===== src/rtl/onehot_scan_encoder_if.sv =====
// Handshake bundle for onehot_scan_encoder: a vector-in stream and an index-out stream.
// The encoder takes the slave view; the producer/consumer side takes the master view.
interface onehot_scan_encoder_if #(
    parameter int N     = 4,
    parameter int IDX_W = 2
);
    logic             in_valid;
    logic             in_ready;
    logic [N-1:0]     in_vec;
    logic             out_valid;
    logic             out_ready;
    logic [IDX_W-1:0] out_idx;
    logic             out_last;
    logic             out_none;

    modport slave (
        input  in_valid, in_vec, out_ready,
        output in_ready, out_valid, out_idx, out_last, out_none
    );

    modport master (
        output in_valid, in_vec, out_ready,
        input  in_ready, out_valid, out_idx, out_last, out_none
    );
endinterface


===== src/rtl/onehot_scan_encoder.sv =====
// Captures an N-bit request vector, then emits the index of each set bit, lowest first,
// one beat per output handshake. An all-zero vector yields a single out_none beat.
module onehot_scan_encoder #(
    parameter int N     = 4,
    parameter int IDX_W = 2
) (
    input  logic                   clk,
    input  logic                   rst,
    onehot_scan_encoder_if.slave   bus
);
    typedef enum logic [0:0] {IDLE, EMIT} state_t;

    state_t           state_reg, state_next;
    logic [N-1:0]     pending_reg, pending_next;
    logic             in_ready_reg, in_ready_next;
    logic             out_valid_reg, out_valid_next;
    logic [IDX_W-1:0] out_idx_reg, out_idx_next;
    logic             out_last_reg, out_last_next;
    logic             out_none_reg, out_none_next;

    logic [N-1:0]     clear_mask;
    logic [N-1:0]     remaining;

    // Scan from the top so the last assignment wins with the lowest set index.
    function automatic logic [IDX_W-1:0] lowest_idx(input logic [N-1:0] v);
        logic [IDX_W-1:0] idx;
        idx = '0;
        for (int i = N - 1; i >= 0; i--) begin
            if (v[i]) idx = IDX_W'(i);
        end
        return idx;
    endfunction

    function automatic logic single_bit(input logic [N-1:0] v);
        return (v != '0) && ((v & (v - N'(1))) == '0);
    endfunction

    generate
        for (genvar gi = 0; gi < N; gi++) begin : g_clear
            assign clear_mask[gi] = (out_idx_reg == IDX_W'(gi));
        end
    endgenerate

    assign remaining = pending_reg & ~clear_mask;

    always_comb begin
        state_next     = state_reg;
        pending_next   = pending_reg;
        in_ready_next  = in_ready_reg;
        out_valid_next = out_valid_reg;
        out_idx_next   = out_idx_reg;
        out_last_next  = out_last_reg;
        out_none_next  = out_none_reg;

        case (state_reg)
            IDLE: begin
                if (bus.in_valid) begin
                    state_next     = EMIT;
                    pending_next   = bus.in_vec;
                    in_ready_next  = 1'b0;
                    out_valid_next = 1'b1;
                    if (bus.in_vec != '0) begin
                        out_idx_next  = lowest_idx(bus.in_vec);
                        out_last_next = single_bit(bus.in_vec);
                        out_none_next = 1'b0;
                    end else begin
                        out_idx_next  = '0;
                        out_last_next = 1'b1;
                        out_none_next = 1'b1;
                    end
                end
            end
            EMIT: begin
                if (out_valid_reg && bus.out_ready) begin
                    pending_next = remaining;
                    if (out_last_reg) begin
                        state_next     = IDLE;
                        in_ready_next  = 1'b1;
                        out_valid_next = 1'b0;
                        out_idx_next   = '0;
                        out_last_next  = 1'b0;
                        out_none_next  = 1'b0;
                    end else begin
                        out_idx_next  = lowest_idx(remaining);
                        out_last_next = single_bit(remaining);
                    end
                end
            end
            default: state_next = IDLE;
        endcase
    end

    always_ff @(posedge clk or posedge rst) begin
        if (rst) begin
            state_reg     <= IDLE;
            pending_reg   <= '0;
            in_ready_reg  <= 1'b1;
            out_valid_reg <= 1'b0;
            out_idx_reg   <= '0;
            out_last_reg  <= 1'b0;
            out_none_reg  <= 1'b0;
        end else begin
            state_reg     <= state_next;
            pending_reg   <= pending_next;
            in_ready_reg  <= in_ready_next;
            out_valid_reg <= out_valid_next;
            out_idx_reg   <= out_idx_next;
            out_last_reg  <= out_last_next;
            out_none_reg  <= out_none_next;
        end
    end

    assign bus.in_ready  = in_ready_reg;
    assign bus.out_valid = out_valid_reg;
    assign bus.out_idx   = out_idx_reg;
    assign bus.out_last  = out_last_reg;
    assign bus.out_none  = out_none_reg;
endmodule

===== src/flat_wrapper.sv =====
// flat-port wrapper written by rule: the top's interface ports become plain ports
module onehot_scan_encoder_flat 
#(
    parameter int N     = 4,
    parameter int IDX_W = 2
)
  (clk, rst, bus_in_valid, bus_in_vec, bus_out_ready, bus_in_ready, bus_out_valid, bus_out_idx, bus_out_last, bus_out_none);
  onehot_scan_encoder_if #(.N(N), .IDX_W(IDX_W)) bus_i ();
  input  logic clk;
  input  logic rst;
  input wire logic [$bits(bus_i.in_valid)-1:0] bus_in_valid;
  input wire logic [$bits(bus_i.in_vec)-1:0] bus_in_vec;
  input wire logic [$bits(bus_i.out_ready)-1:0] bus_out_ready;
  output wire logic [$bits(bus_i.in_ready)-1:0] bus_in_ready;
  output wire logic [$bits(bus_i.out_valid)-1:0] bus_out_valid;
  output wire logic [$bits(bus_i.out_idx)-1:0] bus_out_idx;
  output wire logic [$bits(bus_i.out_last)-1:0] bus_out_last;
  output wire logic [$bits(bus_i.out_none)-1:0] bus_out_none;
  assign bus_i.in_valid = bus_in_valid;
  assign bus_i.in_vec = bus_in_vec;
  assign bus_i.out_ready = bus_out_ready;
  assign bus_in_ready = bus_i.in_ready;
  assign bus_out_valid = bus_i.out_valid;
  assign bus_out_idx = bus_i.out_idx;
  assign bus_out_last = bus_i.out_last;
  assign bus_out_none = bus_i.out_none;
  onehot_scan_encoder #(.N(N), .IDX_W(IDX_W)) u_core (.clk(clk), .rst(rst), .bus(bus_i));
endmodule

===== config.mk =====
export PLATFORM = sky130hd
export DESIGN_NAME = onehot_scan_encoder_flat
export DESIGN_NICKNAME = d
export VERILOG_FILES = /design/src/rtl/onehot_scan_encoder_if.sv /design/src/rtl/onehot_scan_encoder.sv /design/src/flat_wrapper.sv
export SDC_FILE = /design/constraint.sdc
export NUM_CORES = 1
export LEC_CHECK = 0
export ABC_AREA = 1
export BUFFER_PORTS_ARGS = -buffer_cell sky130_fd_sc_hd__buf_2
export CORE_ASPECT_RATIO = 0.9
export CORE_UTILIZATION = 35
export CTS_CLUSTER_SIZE = 20
export DETAILED_ROUTE_END_ITERATION = 10
export PLACE_DENSITY = 0.51
export SETUP_SLACK_MARGIN = 0.4
export SLEW_MARGIN = 20
export SYNTH_ARGS = -nofsm -noshare
export SYNTH_HDL_FRONTEND = slang
export SYNTH_SLANG_ARGS = --single-unit
export TNS_END_PERCENT = 100

===== constraint.sdc =====
create_clock -name clk -period 1.5 [get_ports clk]
set_clock_uncertainty 0.05 [all_clocks]
set_input_delay 0.075 -clock clk [delete_from_list [all_inputs] [get_ports clk]]
set_output_delay 0.075 -clock clk [all_outputs]
set_load 0.005 [all_outputs]

# Word-level counts from Yosys, hierarchy flattened
# Index checks and enable logic that the tools add are counted.
# totals
out_inout_bits,6
ram_bits,0
register_bits,11
memories,0
romBits,0
latch_bits,0
elab_cells,66
# classes
n_lt_le_gt_ge,0
add_sub_neg,2
shifts,0
multipliers,0
n_div,0
n_reduce_logical,10
eq_ne,6
bitwise_logic,5
n_mux,36
# ops
op,count
$mux 2,12
$mux 1,15
$and 4x4->4,3
$pmux 1 s2,5
$logic_not 4->1,2
$mux 4,2
$pmux 4 s2,1
$reduce_bool 4->1,2
$sub 4x1->4 const B,2
$ne 2x2->1 const B,3
$eq 2x2->1 const B,2
$not 4->4,1
$pmux 2 s2,1
$logic_and 1x1->1,3
$reduce_and 3->1,1
$eq 2x1->1 const B,1
$logic_not 2->1,1
$reduce_and 2->1,1
$not 1->1,1

# Logic depth before layout (Yosys ltp)
# Gate-level depths: netlist (run 1).
# depth
depth_word,10
mapped_depth,9
depth_no_buf,9

# Worst setup path before layout (run 1)
# OpenSTA, ideal clock, no wires.
# synth_path
path_kind,reg2reg
start,register u_core.state_reg
end,"register u_core.out_none_reg, in the netlist u_core.bus.out_none"
arrival_ps,964
setup_slack_ps,362
path_stages_with_launch,8
period_less_slack_ps,1138
required_time_ps,1327
cell_sequence,dfrtp_1 > buf_6 > nor2_8 > nor2_8 > inv_2 > nand2_2 > nand2_1 > o31ai_1
# synth_between
elab_chain_len,3
word_cells_on_any_way,6
cone_classes,3 x eq/ne; 1 x mux; 1 x bitwise; 1 x reduce/logical
# synth_rtl
item,line_no,rtl
start: declaration,onehot_scan_encoder.sv:13,"state_t state_reg, state_next;"
start signal: assignment,onehot_scan_encoder.sv:103,state_reg <= state_next;
$not 1->1,onehot_scan_encoder.sv:55,case (state_reg)
$ne 2x2->1 (no source line),--,
$reduce_and 3->1 (no source line),--,
end signal: assignment,onehot_scan_encoder.sv:109,out_none_reg <= out_none_next;
end: declaration,onehot_scan_encoder.sv:19,"logic out_none_reg, out_none_next;"
# Several ways; a longest one is shown, not always the timed one.
# A chain may end at the register's enable or synchronous reset.

# Worst setup path after layout (run 1)
# layout_path
start,register u_core.state_reg
end,"register u_core.out_last_reg, in the netlist u_core.bus.out_last"
# layout_between
elab_chain_len,3
word_cells_on_any_way,5
cone_classes,2 x eq/ne; 1 x mux; 1 x bitwise; 1 x reduce/logical
# layout_rtl
item,line_no,rtl
$not 1->1,onehot_scan_encoder.sv:55,
$ne 2x2->1 (no source line),--,
$reduce_and 2->1 (no source line),--,
end signal: assignment,onehot_scan_encoder.sv:108,out_last_reg <= out_last_next;
end: declaration,onehot_scan_encoder.sv:18,"logic out_last_reg, out_last_next;"
# Several ways; a longest one is shown, not always the timed one.

==> impl_summary.md, run 1 <==
Run status
The flow ran to the end, and the final reports show no timing, DRC or antenna violations.

Placement
The number of buffer cells added on primary ports is 13. The detailed placer's ending HPWL is about 1200 µm. The count of placed standard cells including taps is 125.

The weighted congestion reported at the end of routability-driven placement is around 0.75.

Synth
The number of synthesized flops with an enable pin is 0. The share of synthesized area in the top cell type comes to 0.366. For this run, the register share of the synthesized area comes to 0.404. The mean cell area of the mapped netlist is 7.87 µm². Synthesis inferred 11 register bits. The async set-or-reset flop fraction in the synthesized netlist is 1.00. Yosys attributes the largest share of cell area to sky130_fd_sc_hd__dfrtp_1 (37%), sky130_fd_sc_hd__nand2_1 (11%), sky130_fd_sc_hd__nor2_8 (5.9%). The number of nets in the synthesized netlist is 95. Synthesis instantiated 24 different standard cells from the library. By count the netlist is led by sky130_fd_sc_hd__nand2_1 (20), sky130_fd_sc_hd__dfrtp_1 (10), sky130_fd_sc_hd__inv_1 (9). In the synthesized netlist, the number of instances is 87.

For this run, the leading register cell type out of synthesis is sky130_fd_sc_hd__dfrtp_1. The cell area that synthesis handed to floorplanning was about 680 µm². The count of yosys warnings during synthesis is 0. Among all cell types in the netlist, the one instantiated most often is sky130_fd_sc_hd__nand2_1.

sky130_fd_sc_hd__dfrtp_1 takes more of the synthesized area than any other cell.

Die
The floorplan row count is 14. The core footprint is about 1800 µm². The die is around 44 µm tall. The width of the chip is between 40 and 50 µm. For this configuration, the core starts out at a cell density of 0.391. The die footprint is about 2100 µm².

The top-level I/O count is 14.

STA
The worst pin sits at a relative slew slack of 0.704. For the pin with the worst max-slew slack, the measured transition is 0.444 ns. The final-layout setup total negative slack is 0 ns.

The hold violation count in the final report came to 0. The count of final max-slew check failures came to 0. The total of endpoints with negative setup slack in the final report is 0. After layout, the minimum clock period comes to 1.25 ns. The highest clock rate is ~800 MHz.

Setup repair after global routing could not meet its margin everywhere. The fraction of the cycle the final worst path needs is 0.831.

Cells and area
The synthesis-to-finish area growth is 36.7%. The total number of nets in the final design is about 120. Excluding fillers, the count of instances in the completed layout stands at 134.

The filler cells instantiated in the layout total roughly 170. The number of antenna cells inserted is 0. The flip-flop count of the largest register after layout is 4. In the final layout, the share of cells above drive strength 1 is 0.482.

CTS
The CTS sink count is 11. TritonCTS built the clock tree. The clock passes through at most 2 buffers.

The insertion delay to the later sink of the worst-skew pair is about 0.27 ns. After clock tree synthesis, the clock-pin slew on the worst setup and hold paths is approximately 0.07 ns. The library cell used as clock root buffer is sky130_fd_sc_hd__clkbuf_4.

In this run the number of H-tree levels came out at 1. Buffers inserted during clock tree synthesis total 3.

Global routing
The wire length of the first global-routing pass is approximately 2600 µm. The remaining global-route overflow is 0. The number of global-route vias before repair is roughly 570. The total track usage is 0.163. The pin count of the biggest net entering global routing is 12. The initial antenna violation count is 0.

Critical path
The worst setup path is of the reg -> reg kind. Data on the critical path arrives at its endpoint at approximately 1.4 ns. The count of cells along the worst register-to-register path is 5. The capture point of the worst reg-to-reg path is u_core.bus.out_last.

In this run the worst path has a maximum fanout of 5. The critical path starts at u_core.state_reg. The required time of the critical path is 1.61 ns. The reg2reg setup slack is 0.25 ns.

The worst setup path endpoint is u_core.bus.out_last. In this run the critical register-to-register path is launched from u_core.state_reg. The worst setup path is launched from a flip-flop. STA classifies the critical path endpoint as a flip-flop.

Drt
The per-cell via count in the routed design is 4.69. The routed wire length per instance is between 10 and 15 µm. The total DRC errors in the routed layout is 0. The number of DRC markers in iteration 0 is 20. The total number of vias is 628. The number of optimization iterations in the first detailed-route pass is 4. The residual antenna-violating net count after detailed routing is 0. The routed design has around 1600 µm of wire.

Power and ir drop
The power density over the cells is approximately 2100 nW/µm². The analysis attributes to cell leakage a power of between 0.4 and 0.5 nW. IR analysis of the VDD net gives a maximum drop of between 900 and 1000 µV.

Flow run
Max-cap violations in this run came to 0.

Min path
The worst min-delay path category is in -> reg. The worst hold path begins at bus_in_vec[2].
==> worst min path at each step <==
stage          slack, ns  depth (start not counted)                    end
2_1_floorplan      -0.12                          1  u_core.bus.out_idx[0]
3_3_place_gp        0.05                          2  u_core.pending_reg[3]
3_5_place_dp        0.05                          2  u_core.pending_reg[3]
4_1_cts             0.03                          3  u_core.pending_reg[2]
5_1_grt             0.04                          3  u_core.pending_reg[2]
6_report            0.03                          3  u_core.pending_reg[2]
==> worst max-delay path, stage by stage, from the launching register on <==
cell and delay, ns:
sky130_fd_sc_hd__dfrtp_2 0.44, sky130_fd_sc_hd__buf_12 0.14, sky130_fd_sc_hd__nor2_8 0.18, sky130_fd_sc_hd__nor2_8 0.06
sky130_fd_sc_hd__a31oi_1 0.19, sky130_fd_sc_hd__a21oi_2 0.08
==> power breakdown <==
part	leakage, nW	internal, mW	total, mW	switching (mW)
clock	0.0150	0.103	0.204	0.101
combinational	0.326	0.520	1.17	0.654
sequential	0.131	0.450	0.622	0.172
==> layout by cell type (no fill, tap or decap), drive strengths merged <==
cell,instances
dfstp,1
a31oi,2
o21ai,7
or2,2
nor2,12
dlygate4sd3,1
inv,10
clkbuf,4
o21bai,1
nand2,25
nand3,4
dfrtp,10
a22oi,1
clkinv,2
a21oi,7
nand4,1
o31ai,1
a22o,1
buf,18
==> metrics by stage <==
step / total power [mW] / setup slack (ns) / instance area [µm²] / hold slack, ns / util
3_3_place_gp: 1.53 / 0.237 / 786 / 0.0522 / 0.449
6_report: 2.00 / 0.253 / 936 / 0.0297 / 0.534
4_1_cts: 1.87 / 0.301 / 877 / 0.0326 / 0.501
3_5_place_dp: 1.50 / 0.222 / 786 / 0.0451 / 0.449
5_1_grt: 2.17 / 0.200 / 936 / 0.0425 / 0.534
2_1_floorplan: 1.27 / 0.392 / 687 / -0.123 / -
==> cell families (layout without fill, tap and decap cells) <==
group / Yosys count / after routing / share of synthesized area
simple gates: 43 / 44 / 0.331
compound gates: 20 / 20 / 0.183
buf+inv: 13 / 35 / 0.0823
flops: 11 / 11 / 0.404
==> routing by layer <==
layer / part of all wire / vias up / global-route usage
li1: - / 330 / -
met2: 0.47 / 17 / 0.242
met4: 0.013 / 0 / 0.0529
met1: 0.47 / 277 / 0.232
met3: 0.051 / 4 / 0.0421
met5: 0 / - / 0
==> cell type report <==
| type | count | area, µm² | share of cell area |
|---|---|---|---|
| multi-input combinational | 64 | 420 | 0.449 |
| timing repair buffer | 19 | 129 | 0.138 |
| tap | 24 | 30.0 | 0.0321 |
| inverter | 12 | 50.0 | 0.0535 |
| sequential | 11 | 280 | 0.299 |
| clock buffer | 4 | 26.3 | 0.0281 |
==> timing repair <==
action                                 in CTS  in global routing
pin swaps                                   1                  7
hold buffers                                1                  0
setup endpoints to repair                  10                 10
endpoints found under the hold margin      10                  0
gates cloned                                0                  1
setup buffers                               1                  2
gates resized for setup                    11                 11
Power figures use the tool's default switching activity.
==> run 2, diff against run 1 <==
==> constraint.sdc (replaced) <==
create_clock -name clk -period 1.25 [get_ports clk]
set_clock_uncertainty 0.05 [all_clocks]
set_input_delay 0.0625 -clock clk [delete_from_list [all_inputs] [get_ports clk]]
set_output_delay 0.0625 -clock clk [all_outputs]
set_load 0.005 [all_outputs]
==> run 2 against run 1 <==
Register-to-register slack got worse by 0.23 ns. Highest routed layer unchanged. Clock power rose by 24%. Critical path type unchanged. Non-clock buffer count up 4. Setup slack got worse by 0.23 ns. Maximum frequency rose by 1.3%. Routed wire length grew 0.93%. First-iteration DRC count is 15% lower. Largest power group unchanged.
==> impl_summary.md, run 2 (synthesized netlist as in run 1, its figures left out) <==
Run status
The run finished with clean final reports.

STA
The hold violation count in the final report is 0 (unchanged). Setup repair after global routing could not meet its margin everywhere. The minimum hold slack is 0.0372 ns (+0.00748 ns). The transition time of the tightest slew-check pin is 0.267 ns (-0.177 ns). The highest clock rate came to 812 MHz (+1.3%). The fraction of the cycle the final worst path needs was 0.985 (+0.154). The minimum period implied by the final worst setup slack was 1.23 ns (-0.0155 ns).

The headroom to the max-slew limit is 0.822 (+0.118). The count of final max-slew check failures is 0 (unchanged). The total of endpoints with negative setup slack in the final report was 0 (unchanged).

CTS
The clock transition at the registers of the reported paths came to 0.07 ns (about the same). The maximum root-to-sink buffer count is 2 (unchanged). The number of buffers created by CTS came to 3 (unchanged). TritonCTS built the clock tree. The tree is rooted in a sky130_fd_sc_hd__clkbuf_4. The CTS sink count is 11 (unchanged). The insertion delay to the later sink of the worst-skew pair is 0.27 ns (about the same).

The total number of H-tree levels is 1 (unchanged).

Critical path
The worst setup path is captured at a flip-flop. The critical path is of the reg -> reg type. The delay contributed by the slowest stage of the critical path is 0.41 ns (-0.03 ns). The signal on the critical path passes through buf_6 -> nor2_1 -> nand3_1 -> a31oi_1. The origin of the worst setup path is u_core.state_reg.

The critical path's slowest cell is sky130_fd_sc_hd__dfrtp_1. STA classifies the critical path startpoint as a flip-flop. The startpoint identified for the worst register-to-register timing path is u_core.state_reg. The data arrival time at the worst-slack endpoint was 1.36 ns (about the same). The required time of the critical path is 1.38 ns (-0.23 ns). The highest fanout seen on the critical path is 7 (+2).

Die
The floorplan row count came to 14 (unchanged). The core footprint is 1750 µm² (unchanged). The effective utilization at floorplan is 0.391 (unchanged).

The width of the chip is 48.6 µm (unchanged). The die footprint is 2140 µm² (unchanged). The top-level I/O count came to 14 (unchanged). The die height came to 44.0 µm (unchanged).

Cells and area
In the layout the commonest cells are sky130_fd_sc_hd__nand2_1 (19), sky130_fd_sc_hd__buf_2 (13), sky130_fd_sc_hd__inv_1 (8), sky130_fd_sc_hd__nor2_1 (8), sky130_fd_sc_hd__dfrtp_1 (8). The post-route standard cell area excluding fillers came to 933 µm² (-0.27%). The synthesis-to-finish area growth is 36.4%.

The total number of nets in the final design is 122 (+2.5%). The number of antenna cells inserted is 0 (unchanged). The most frequent standard cell in the layout excluding fill and tap cells is sky130_fd_sc_hd__nand2_1. The flip-flop count of the largest register after layout is 4 (unchanged). The fraction of final layout cells with drive strength greater than 1 is 0.425 (-0.0570). The final instance count without filler cells is 137 (+2.2%).

Drt
The met2 routed wirelength was 666 µm (-11%). The number of optimization iterations in the first detailed-route pass is 4 (unchanged). The total number of vias is 652 (+3.8%).

The number of DRC markers in iteration 0 is 17 (-15%). The routed wire length per instance came to 11.9 µm (-1.3%). The residual antenna-violating net count after detailed routing was 0 (unchanged). The total wire length after detailed routing is 1630 µm (+0.93%).

The per-cell via count in the routed design is 4.76 (+1.5%). The total DRC errors in the routed layout was 0 (unchanged). Routed signal wires occupy layers up through met4. The met3 wire length was 63 µm (-24%).

The wire length on met1 is 883 µm (+17%).

Power and ir drop
The power density over the cells is 2600 nW/µm² (+22%). The static leakage power is 0.481 nW (+2.0%). The worst-case vdd ir drop came to 1340 µV (+38%).

Global routing
The total track usage came to 0.175 (+0.0117). The remaining global-route overflow is 0 (unchanged). The pin count of the biggest net entering global routing is 12 (unchanged). The number of global-route vias before repair is 587 (+3.5%). The initial antenna violation count is 0 (unchanged). The wire length of the first global-routing pass is 2760 µm (+6.4%).

Min path
The startpoint identified for the worst hold timing path is bus_in_vec[0]. The worst min-delay path category is in -> reg.

Placement
The detailed placer's ending HPWL was 1190 µm (+2.5%). The area of placed instances is 810 µm² (+3.0%). The number of buffer cells added on primary ports is 13 (unchanged). The weighted congestion reported at the end of routability-driven placement is 0.835 (+11%). The count of placed standard cells including taps is 127 (+1.6%).

Flow run
The max-capacitance violation count came to 0 (unchanged).
run 2: cell count changes in the layout (fill, tap and decap cells not counted), sizes merged:
cell / change
nor2: -1
clkinv: -1
buf: +4
clkinvlp: +1
run 2: path summary, 6_finish.rpt:
check | end | slack (ns) | cells after the start
worst max-delay path | u_core.bus.out_idx[1] | 0.02 | 4
min in group asynchronous | u_core.pending_reg[3] | 0.22 | 3
worst min register to register | u_core.bus.in_ready | 0.42 | 2
worst min-delay path | u_core.bus.out_none | 0.04 | 3
worst max register to register | u_core.bus.out_idx[1] | 0.02 | 4
max in group asynchronous | u_core.bus.in_ready | 0.68 | 3
run 2: final cells by class:
class | count | area, µm²
inverter | 12 | 53.8
multi-input combinational | 63 | 394
timing repair buffer | 23 | 150
clock buffer | 4 | 26.3
fill | 192 | 818
sequential | 11 | 279
tap | 24 | 30.0
run 2: metrics by stage:
step	TNS (ns)	total power, mW	utilization	setup WS (ns)
finish	0	2.43	0.533	0.0187
global route	-0.239	2.64	0.533	-0.0714
CTS	0	2.24	0.496	0.0438
detailed placement	0	1.91	0.462	0.0502
global placement	0	1.91	0.462	0.0336
floorplan	0	1.56	-	0.142
run 2: metal layers:
| metal | track usage | vias up |
|---|---|---|
| li1 | - | 336 |
| met2 | 0.250 | 16 |
| met1 | 0.253 | 298 |
| met5 | 0 | - |
| met4 | 0.0529 | 0 |
| met3 | 0.0526 | 2 |
run 2: timing repair:
item	in CTS	in global routing
hold endpoints to repair	10	0
endpoints found under the setup margin	17	18
hold buffers	1	0
gates resized for setup	2	11
pin swaps	0	6
buffers inserted	2	3
run 2: power breakdown:
group | internal (mW) | switching (mW)
registers | 0.537 | 0.160
clock network | 0.124 | 0.128
logic | 0.661 | 0.817
total | 1.32 | 1.11
run 2: worst max-delay path, delay by kind of cell, from the launching register on:
family          cells  cell delay [ns]
simple gates        2             0.33
compound gates      1             0.20
buf+inv             1             0.15
flops               1             0.41
==> run 3, diff against run 2 <==
--- a/config.mk
+++ b/config.mk
@@ -7,7 +7,6 @@
 export LEC_CHECK = 0
 export ABC_AREA = 1
 export BUFFER_PORTS_ARGS = -buffer_cell sky130_fd_sc_hd__buf_2
-export CORE_ASPECT_RATIO = 0.9
 export CORE_UTILIZATION = 35
 export CTS_CLUSTER_SIZE = 20
 export DETAILED_ROUTE_END_ITERATION = 10
==> run 3 against run 2 <==
The flow now finishes with violations (negative setup slack). Sequential power is 5.7% higher. Sequential share of layout area is 1.4 points lower. Cell area is 5.0% higher. Largest cell class unchanged. Critical path type unchanged. Hold slack gained 0.010 ns. Highest routed layer unchanged. Clock power up 2%.
==> impl_summary.md, run 3 (synthesized netlist as in run 1, its figures left out) <==
Run status
The flow ran to the end, but the final reports show violations. The checks that failed: negative setup slack.

Placement
The weighted congestion reported at the end of routability-driven placement came to 0.838 (+0.37%). The number of buffer cells added on primary ports was 13 (unchanged). The pre-CTS worst setup slack is 0.0275 ns (-0.0227 ns). The detailed placer's ending HPWL was 1230 µm (+3.5%).

CTS
The CTS tree is done. The CTS sink count is 11 (unchanged). The insertion delay to the later sink of the worst-skew pair was 0.27 ns (about the same).

The clock transition at the registers of the reported paths is 0.08 ns (about the same). The number of buffers created by CTS is 3 (unchanged). The maximum root-to-sink buffer count is 2 (unchanged). The total number of H-tree levels is 1 (unchanged).

The library cell used as clock root buffer is sky130_fd_sc_hd__clkbuf_4.

Drt
The residual antenna-violating net count after detailed routing is 0 (unchanged). The total DRC errors in the routed layout is 0 (unchanged). The number of optimization iterations in the first detailed-route pass is 4 (unchanged).

The per-cell via count in the routed design came to 4.86 (+2.2%). The total wire length after detailed routing is 1690 µm (+3.9%). The number of DRC markers in iteration 0 is 9 (-8). The routed wire length per instance is 12.3 µm (+3.1%). The total number of vias is 671 (+2.9%).

Cells and area
The filler cell count in the final layout is 167 (-13%). The fraction of final layout cells with drive strength greater than 1 is 0.522 (+0.0973). The post-route core utilization is 0.549 (+0.0166). In the layout the commonest cells are sky130_fd_sc_hd__nand2_1 (15), sky130_fd_sc_hd__buf_2 (12), sky130_fd_sc_hd__inv_1 (8), sky130_fd_sc_hd__dfrtp_1 (8), sky130_fd_sc_hd__buf_4 (7). The flip-flop count of the largest register after layout is 4 (unchanged). The total number of nets in the final design is 122 (unchanged). The number of antenna cells inserted was 0 (unchanged). Relative to the synthesized area, the layout overhead comes to 43.1%. The library cell used most frequently in the layout, excluding fill and tap cells, is sky130_fd_sc_hd__nand2_1.

Power and ir drop
The worst-case vdd ir drop is 1360 µV (+1.7%). The total chip power is 2.60 mW (+7.0%). The power density over the cells is 2650 nW/µm² (+2.0%). The static leakage power came to 0.496 nW (+3.1%).

STA
The count of final max-slew check failures is 0 (unchanged). The final-layout setup total negative slack is -0.00333 ns (-0.00333 ns). The hold violation count in the final report was 0 (unchanged). The headroom to the max-slew limit is 0.707 (-0.114). The fraction of the cycle the final worst path needs came to 1.00 (+0.0176). The total of endpoints with negative setup slack in the final report came to 1 (+1). Setup repair after global routing could not meet its margin everywhere. The transition time of the tightest slew-check pin is 0.438 ns (+0.172 ns). The worst path setup slack after routing is -0.00333 ns (-0.0220 ns). The minimum period implied by the final worst setup slack is 1.25 ns (+0.0220 ns). The highest clock rate is 798 MHz (-1.8%).

Critical path
The required time of the critical path is 1.40 ns (+0.02 ns). The highest fanout seen on the critical path was 6 (-1). STA classifies the critical path endpoint as a flip-flop. The reg2reg setup slack is -0.003 ns (-0.02 ns). The setup path with the least slack is of type reg -> reg. The data arrival time at the worst-slack endpoint is 1.41 ns (+0.05 ns).

The element type at the critical path start is a flip-flop. The count of cells along the worst register-to-register path is 5 (+1). The capture point of the worst reg-to-reg path is u_core.bus.out_last. The start of the worst register-to-register path is u_core.bus.out_idx[1].

Die
The die height came to 46.2 µm (+5.2%). The effective utilization at floorplan was 0.384 (-0.00685). The core footprint is 1780 µm² (+1.8%). The top-level I/O count was 14 (unchanged). The die footprint is 2140 µm² (about the same). The floorplan row count came to 15 (+1).

The width of the chip is 46.2 µm (-4.9%).

Global routing
The wire length of the first global-routing pass is 2760 µm (unchanged). The pin count of the biggest net entering global routing is 12 (unchanged). The met1 capacity usage during global routing is 0.238 (-0.0152). The remaining global-route overflow came to 0 (unchanged). The global-route met3 utilization is 0.0353 (-0.0173). The total track usage came to 0.187 (+0.0119).

The met2 usage in global routing was 0.301 (+0.0514). The highest-utilization routing layer at the global route stage is met2. The initial antenna violation count is 0 (unchanged). The number of global-route vias before repair was 642 (+9.4%).

Min path
For hold timing, the worst endpoint is u_core.bus.out_none. The worst min-delay path category is in -> reg. The beginning of the worst hold path is bus_in_vec[0]. The number of cells on the worst hold path was 3 (unchanged).

Flow run
The max-capacitance violation count is 0 (unchanged).
-- run 3: cell count changes in the layout (fill, tap and decap cells not counted), sizes merged --
cell | before | now
clkinvlp | 1 | 0
inv | 10 | 11
-- run 3: worst max path at each step --
stage / to / slack, ns / start
6_report: u_core.bus.out_last / -0.003 / u_core.bus.out_idx[1]
5_1_grt: u_core.bus.out_last / -0.08 / u_core.bus.out_idx[0]
4_1_cts: u_core.bus.out_last / 0.04 / u_core.bus.out_idx[1]
3_5_place_dp: u_core.bus.out_last / 0.03 / u_core.bus.out_idx[0]
3_3_place_gp: u_core.bus.out_last / 0.02 / u_core.bus.out_idx[0]
2_1_floorplan: u_core.bus.out_last / 0.14 / u_core.bus.out_idx[1]
-- run 3: per-layer routing --
layer  vias up  wire (µm)
met4         0         27
met1       318        812
met5         -          0
li1        336          -
met3         4         53
met2        13        801
-- run 3: report_power, final --
| group | switching (mW) | internal [mW] |
|---|---|---|
| combinational | 0.849 | 0.755 |
| clock | 0.133 | 0.124 |
| sequential | 0.201 | 0.536 |
-- run 3: final cells by class --
cell class / count / area, µm² / share of cell area
well taps: 25 / 31.3 / 0.0319
multi-input cells: 63 / 428 / 0.437
repair buffers: 23 / 165 / 0.169
flip-flops and latches: 11 / 279 / 0.285
clock buffers: 4 / 26.3 / 0.0268
inverters: 12 / 50.0 / 0.0511
-- run 3: timing repair --
item,4_1_cts,5_1_grt
buffers inserted,4,2
hold buffers,1,0
hold endpoints to repair,10,0
endpoints found under the setup margin,17,17
resized for setup,10,16
pin swaps,1,7
-- run 3: stage by stage --
stage | instances | hold slack [ns] | instance area [µm²]
global placement | 127 | 0.0329 | 816
detailed placement | 127 | 0.0395 | 816
floorplan | 87 | -0.136 | 696
CTS | 136 | 0.0482 | 917
finish | 138 | 0.0474 | 980
global route | 138 | 0.0422 | 980
-- run 3: critical path, cell delays in order, from the launching register on --
cell                      delay (ns)
sky130_fd_sc_hd__dfrtp_2        0.47
sky130_fd_sc_hd__o21ai_2        0.27
sky130_fd_sc_hd__nand3_1        0.11
sky130_fd_sc_hd__nand2_1        0.07
sky130_fd_sc_hd__nand2_1        0.06
sky130_fd_sc_hd__a21oi_2        0.14
